`src/rtl/multicycle_controller.sv`:
```
// Multicycle RV32I control FSM: one state per cycle, outputs combinational from state and instruction fields.
// Latency 2-5 cycles per instruction (FETCH to FETCH); no backpressure, a strictly self-timed sequence.
module multicycle_controller #(
    parameter int ALU_CTRL_W = 3
) (
    input  logic                  clk,
    input  logic                  reset,
    input  logic [6:0]            op,
    input  logic [2:0]            funct3,
    input  logic                  funct7b5,
    input  logic                  zero,
    output logic                  pc_write,
    output logic                  adr_src,
    output logic                  mem_write,
    output logic                  ir_write,
    output logic [1:0]            result_src,
    output logic [1:0]            alu_src_a,
    output logic [1:0]            alu_src_b,
    output logic                  reg_write,
    output logic [1:0]            imm_src,
    output logic [ALU_CTRL_W-1:0] alu_control,
    output logic                  instr_done,
    output logic                  illegal_instr
);

    localparam logic [3:0] FETCH    = 4'd0;
    localparam logic [3:0] DECODE   = 4'd1;
    localparam logic [3:0] MEMADR   = 4'd2;
    localparam logic [3:0] MEMREAD  = 4'd3;
    localparam logic [3:0] MEMWB    = 4'd4;
    localparam logic [3:0] MEMWRITE = 4'd5;
    localparam logic [3:0] EXECUTER = 4'd6;
    localparam logic [3:0] EXECUTEI = 4'd7;
    localparam logic [3:0] ALUWB    = 4'd8;
    localparam logic [3:0] JAL      = 4'd9;
    localparam logic [3:0] BEQ      = 4'd10;

    localparam logic [6:0] OP_LW  = 7'b0000011;
    localparam logic [6:0] OP_SW  = 7'b0100011;
    localparam logic [6:0] OP_R   = 7'b0110011;
    localparam logic [6:0] OP_I   = 7'b0010011;
    localparam logic [6:0] OP_JAL = 7'b1101111;
    localparam logic [6:0] OP_BEQ = 7'b1100011;

    localparam logic [1:0] ALUOP_ADD  = 2'b00;
    localparam logic [1:0] ALUOP_SUB  = 2'b01;
    localparam logic [1:0] ALUOP_FUNC = 2'b10;

    localparam logic [ALU_CTRL_W-1:0] ALU_ADD = 3'b000;
    localparam logic [ALU_CTRL_W-1:0] ALU_SUB = 3'b001;
    localparam logic [ALU_CTRL_W-1:0] ALU_AND = 3'b010;
    localparam logic [ALU_CTRL_W-1:0] ALU_OR  = 3'b011;
    localparam logic [ALU_CTRL_W-1:0] ALU_SLT = 3'b101;

    logic [3:0] state_q;
    logic [3:0] state_d;

    logic [1:0] alu_op;
    logic       pc_write_raw;
    logic       mem_write_raw;
    logic       ir_write_raw;
    logic       reg_write_raw;
    logic       instr_done_raw;
    logic       illegal_raw;

    always_ff @(posedge clk) begin
        if (reset) begin
            state_q <= FETCH;
        end else begin
            state_q <= state_d;
        end
    end

    always_comb begin
        state_d = FETCH;
        case (state_q)
            FETCH:    state_d = DECODE;
            DECODE: begin
                case (op)
                    OP_LW, OP_SW: state_d = MEMADR;
                    OP_R:         state_d = EXECUTER;
                    OP_I:         state_d = EXECUTEI;
                    OP_JAL:       state_d = JAL;
                    OP_BEQ:       state_d = BEQ;
                    default:      state_d = FETCH;
                endcase
            end
            MEMADR:   state_d = op[5] ? MEMWRITE : MEMREAD;
            MEMREAD:  state_d = MEMWB;
            EXECUTER: state_d = ALUWB;
            EXECUTEI: state_d = ALUWB;
            JAL:      state_d = ALUWB;
            default:  state_d = FETCH;
        endcase
    end

    // Strobes are computed raw here and gated by reset below, so a reset
    // in any state suppresses writes in that same cycle.
    always_comb begin
        pc_write_raw   = 1'b0;
        mem_write_raw  = 1'b0;
        ir_write_raw   = 1'b0;
        reg_write_raw  = 1'b0;
        instr_done_raw = 1'b0;
        illegal_raw    = 1'b0;
        adr_src        = 1'b0;
        result_src     = 2'b00;
        alu_src_a      = 2'b00;
        alu_src_b      = 2'b00;
        alu_op         = ALUOP_ADD;
        case (state_q)
            FETCH: begin
                ir_write_raw = 1'b1;
                pc_write_raw = 1'b1;
                alu_src_b    = 2'b10;
                result_src   = 2'b10;
            end
            DECODE: begin
                alu_src_a = 2'b01;
                alu_src_b = 2'b01;
                if (op != OP_LW && op != OP_SW && op != OP_R && op != OP_I &&
                    op != OP_JAL && op != OP_BEQ) begin
                    illegal_raw    = 1'b1;
                    instr_done_raw = 1'b1;
                end
            end
            MEMADR: begin
                alu_src_a = 2'b10;
                alu_src_b = 2'b01;
            end
            MEMREAD: begin
                adr_src = 1'b1;
            end
            MEMWB: begin
                result_src     = 2'b01;
                reg_write_raw  = 1'b1;
                instr_done_raw = 1'b1;
            end
            MEMWRITE: begin
                adr_src        = 1'b1;
                mem_write_raw  = 1'b1;
                instr_done_raw = 1'b1;
            end
            EXECUTER: begin
                alu_src_a = 2'b10;
                alu_op    = ALUOP_FUNC;
            end
            EXECUTEI: begin
                alu_src_a = 2'b10;
                alu_src_b = 2'b01;
                alu_op    = ALUOP_FUNC;
            end
            ALUWB: begin
                reg_write_raw  = 1'b1;
                instr_done_raw = 1'b1;
            end
            JAL: begin
                alu_src_a    = 2'b01;
                alu_src_b    = 2'b10;
                pc_write_raw = 1'b1;
            end
            BEQ: begin
                alu_src_a      = 2'b10;
                alu_op         = ALUOP_SUB;
                pc_write_raw   = zero;
                instr_done_raw = 1'b1;
            end
            default: begin
                pc_write_raw = 1'b0;
            end
        endcase
    end

    // funct7b5 only selects sub for R-type; addi reuses funct3 000 without it.
    always_comb begin
        alu_control = ALU_ADD;
        case (alu_op)
            ALUOP_SUB: alu_control = ALU_SUB;
            ALUOP_FUNC: begin
                case (funct3)
                    3'b000:  alu_control = (op[5] && funct7b5) ? ALU_SUB : ALU_ADD;
                    3'b010:  alu_control = ALU_SLT;
                    3'b110:  alu_control = ALU_OR;
                    3'b111:  alu_control = ALU_AND;
                    default: alu_control = ALU_ADD;
                endcase
            end
            default: alu_control = ALU_ADD;
        endcase
    end

    always_comb begin
        imm_src = 2'b00;
        case (op)
            OP_SW:   imm_src = 2'b01;
            OP_BEQ:  imm_src = 2'b10;
            OP_JAL:  imm_src = 2'b11;
            default: imm_src = 2'b00;
        endcase
    end

    assign pc_write      = pc_write_raw   & ~reset;
    assign mem_write     = mem_write_raw  & ~reset;
    assign ir_write      = ir_write_raw   & ~reset;
    assign reg_write     = reg_write_raw  & ~reset;
    assign instr_done    = instr_done_raw & ~reset;
    assign illegal_instr = illegal_raw    & ~reset;

endmodule

```
`config.mk`:
```
export PLATFORM = sky130hd
export DESIGN_NAME = multicycle_controller
export DESIGN_NICKNAME = d
export VERILOG_FILES = /design/src/rtl/multicycle_controller.sv
export SDC_FILE = /design/constraint.sdc
export NUM_CORES = 1
export LEC_CHECK = 0
export ABC_AREA = 1
export BUFFER_PORTS_ARGS = -buffer_cell sky130_fd_sc_hd__clkbuf_2
export CELL_PAD_IN_SITES_DETAIL_PLACEMENT = 1
export CELL_PAD_IN_SITES_GLOBAL_PLACEMENT = 2
export CORE_MARGIN = 2
export CORE_UTILIZATION = 15
export DETAILED_ROUTE_END_ITERATION = 10
export PLACE_DENSITY = 0.75
export SKIP_LAST_GASP = 1
export SLEW_MARGIN = 20
export SYNTH_ARGS = -nofsm -noshare
export SYNTH_HDL_FRONTEND = slang
export SYNTH_SLANG_ARGS = --single-unit
```
`constraint.sdc`:
```
create_clock -name clk -period 1.5 [get_ports clk]
set_input_delay 0.3 -clock clk [delete_from_list [all_inputs] [get_ports clk]]
set_output_delay 0.3 -clock clk [all_outputs]
set_load 0.02 [all_outputs]
```
==> flow_summary.yaml <==
route:
  postRouteAntennaNets: 0
  vias_per_cell: 4.190
  wl_um: 2537
  dr.pass1.iters: 3
  drt_iter0_drc: 20
  vias: 838
  wl_per_cell_um: 12.69
  drc: 0
clock_network:
  clk_pin_slew_worst_paths_ns: 0.04
  cts.sinks: 4
  cts_buffer_depth: 2
  htreeDepth: 1
  clockRootBuffer: "clkbuf_4"
  cts-buffers-inserted: 3
  clk_latency_ns: 0.24
  cts_tree: "done"
  cts_hold_buffers: 0
final_layout:
  reg_top3: "state_q x4"
  final_common_cell: "buf_4"
  finalNetCount: 174
  syn2layout_area_growth_pct: 170.6
  antenna_cells: 0
  final_cell_mix: "buf_4, buf_6, nand2_1, clkbuf_2, nor2_1"
  largest_reg_flops: 4
  n_fill_cell: 379
  drive_above_1_share_pct: 70.51
  regMostFlops: "state_q"
  final_area_sq_um: 1324
setup_path:
  worstSetupPathType: "register to output pin"
  startpoint_type: "register"
  cpLargestDelayFamily: "simple AND/OR/NAND/NOR gates"
  crit_path_cell_trace: "inv_4 -> nand2_4 -> inv_4 -> nand2_4 -> buf_4 -> nor2_1 -> nor3_2 -> nand2_1 -> buf_6"
  crit_buf_inv: 4
  required_ns: 1.20
  cp-end-kind: "output pin"
  slowest_delay_ns: 0.36
  critPathSlowestCell: "dfxtp_4"
  cp_max_fo: 3
  critPathArrivalTime_ns: 1.50
floorplan:
  die_area_sq_um: 3734
  coreArea_sq_um: 3078
  start_util_pct: 15.89
  die_y_um: 61.11
  num_rows: 20
  die_w_um: 61.11
  io_pins: 32
sta:
  rsz0062_at_grt: "yes"
  hold_slack_ns: 0.4745
  setup_viol: 15
  worst_slack_ns: -0.3018
  slew_viol_final: 0
  tightest_slew_ns: 0.2638
  clock_skew_ns: 0.0007077
  timing.fmax_ghz: 0.5550
  min_period_ns: 1.802
  hold_viol: 0
  relSlewSlack_pct: 82.38
  finalCritPeriodShare_pct: 120.1
global_route:
  grt_max_degree: 6
  grt_pass1_vias: 856
  grt_pass1_wl_um: 3553
  antenna_found_initial: 0
  track_usage_pct: 12.80
  gr-total-overflow: 0
power_and_ir_drop:
  power_density_nw_per_um2: 347.2
  combPwrFrac_pct: 46.2
  power_uw: 459.6
  leakagePower_uw: 0.0006745
  internal_power_uw: 297.8
  power.share.clock_pct: 29.9
  vdd_drop_max_mv: 0.1438
  sw_frac_of_total_pct: 35.20
  p_seq_share_pct: 23.9
  switching_power_uw: 161.8
logic_synthesis:
  synthesis.area_sq_um: 489.2
  async_reset_ff_share_pct: 0
  synth.yosys.seq_area_share_pct: 16.37
  ys_types: 18
  syn_avg_cell_area_sq_um: 5.096
  syn_nets: 112
  synth_edf_count: 0
  syn_inst: 96
  synth_seq_cells: 4
  synth_warnings: 0
  synthFlopType: "dfxtp_1"
placement:
  dp_hpwl_um: 1813
  portBuffers: 31
  placedInstanceArea_sq_um: 875.8
  gp_congestion: 0.7647
run_status:
  violations: "negative setup slack"
  outcome: "complete, but fails checks"
hold_path:
  hp-class: "primary input to register"
job:
  maxCapViolCount: 0
==> routing by layer <==
metal | global-route usage [%] | vias up | share of wire, %
met5 | 0 | - | 0
met4 | 3.727 | 0 | 0.83
met1 | 13.48 | 394 | 36
met3 | 1.261 | 2 | 2.9
li1 | - | 418 | -
met2 | 26.14 | 24 | 60
==> repair_timing <==
action                     CTS  global route
setup endpoints to repair   16            18
setup buffers                4             5
pin swaps                   10            18
resized for setup           48            65
==> cells in the mapped netlist (2+ instances only) <==
library cell	number	share of area, %
dfxtp_1	4	16
nor2_1	20	15
inv_1	17	13
nor2_2	2	2.6
ha_1	2	5.1
inv_2	2	1.5
nand3_1	7	7.2
nor3_1	2	2.0
a21oi_1	6	6.1
nand2_1	26	20
==> worst paths after layout <==
path / start / endpoint / slack, ns / cells past startpoint
setup / recovery: state_q[2]$_SDFF_PP0_ / instr_done / -0.30 / 9
hold reg to reg: state_q[0]$_SDFF_PP0_ / state_q[1]$_SDFF_PP0_ / 0.79 / 5
setup reg to reg: state_q[0]$_SDFF_PP0_ / state_q[0]$_SDFF_PP0_ / 0.18 / 10
hold / removal: op[4] / state_q[2]$_SDFF_PP0_ / 0.47 / 5
==> power by group through the flow <==
stage | clock (uW) | combinational [uW] | sequential (uW)
final | 137 | 212 | 110
after global routing | 153 | 231 | 110
after CTS | 139 | 165 | 113
after detailed placement | 0 | 144 | 113
after global placement | 0 | 140 | 113
after floorplan | 0 | 70.7 | 114
==> cell families (layout without fill, tap and decap cells) <==
family	count (synthesis)	after routing	share of synthesized area, %
flip-flops	4	4	16.37
buffers and inverters	20	80	16.11
adder cells (fa/ha/maj)	2	2	5.114
AND/OR/NAND/NOR	61	61	52.43
AO/OA/AOI/OAI	9	9	9.973
==> worst min-delay path, stage by stage <==
cell	delay, ns
clkbuf_2	0.09
nand2_1	0.06
nor2_1	0.05
a21oi_1	0.13
nor2_1	0.05
==> through the flow <==
stage / setup TNS (ns) / setup WS, ns / util, % / instances
floorplan: -0.1380 / -0.1077 / - / 96
global placement: -0.3318 / -0.1632 / 28.46 / 188
detailed placement: -0.5411 / -0.2437 / 28.46 / 188
CTS: -2.879 / -0.3198 / 36.02 / 195
global route: -3.855 / -0.4000 / 43.01 / 200
finish: -2.846 / -0.3018 / 43.01 / 200
==> final cells by class <==
class / count / area (sq um) / share of cell area, %
inverter: 19 / 86.33 / 6.522
timing repair buffer: 58 / 515.5 / 38.94
clock buffer: 3 / 22.52 / 1.701
multi-input combinational: 72 / 551.8 / 41.68
tap: 44 / 55.05 / 4.159
sequential: 4 / 92.59 / 6.994
Note: power is estimated with default switching activity, not from simulation.
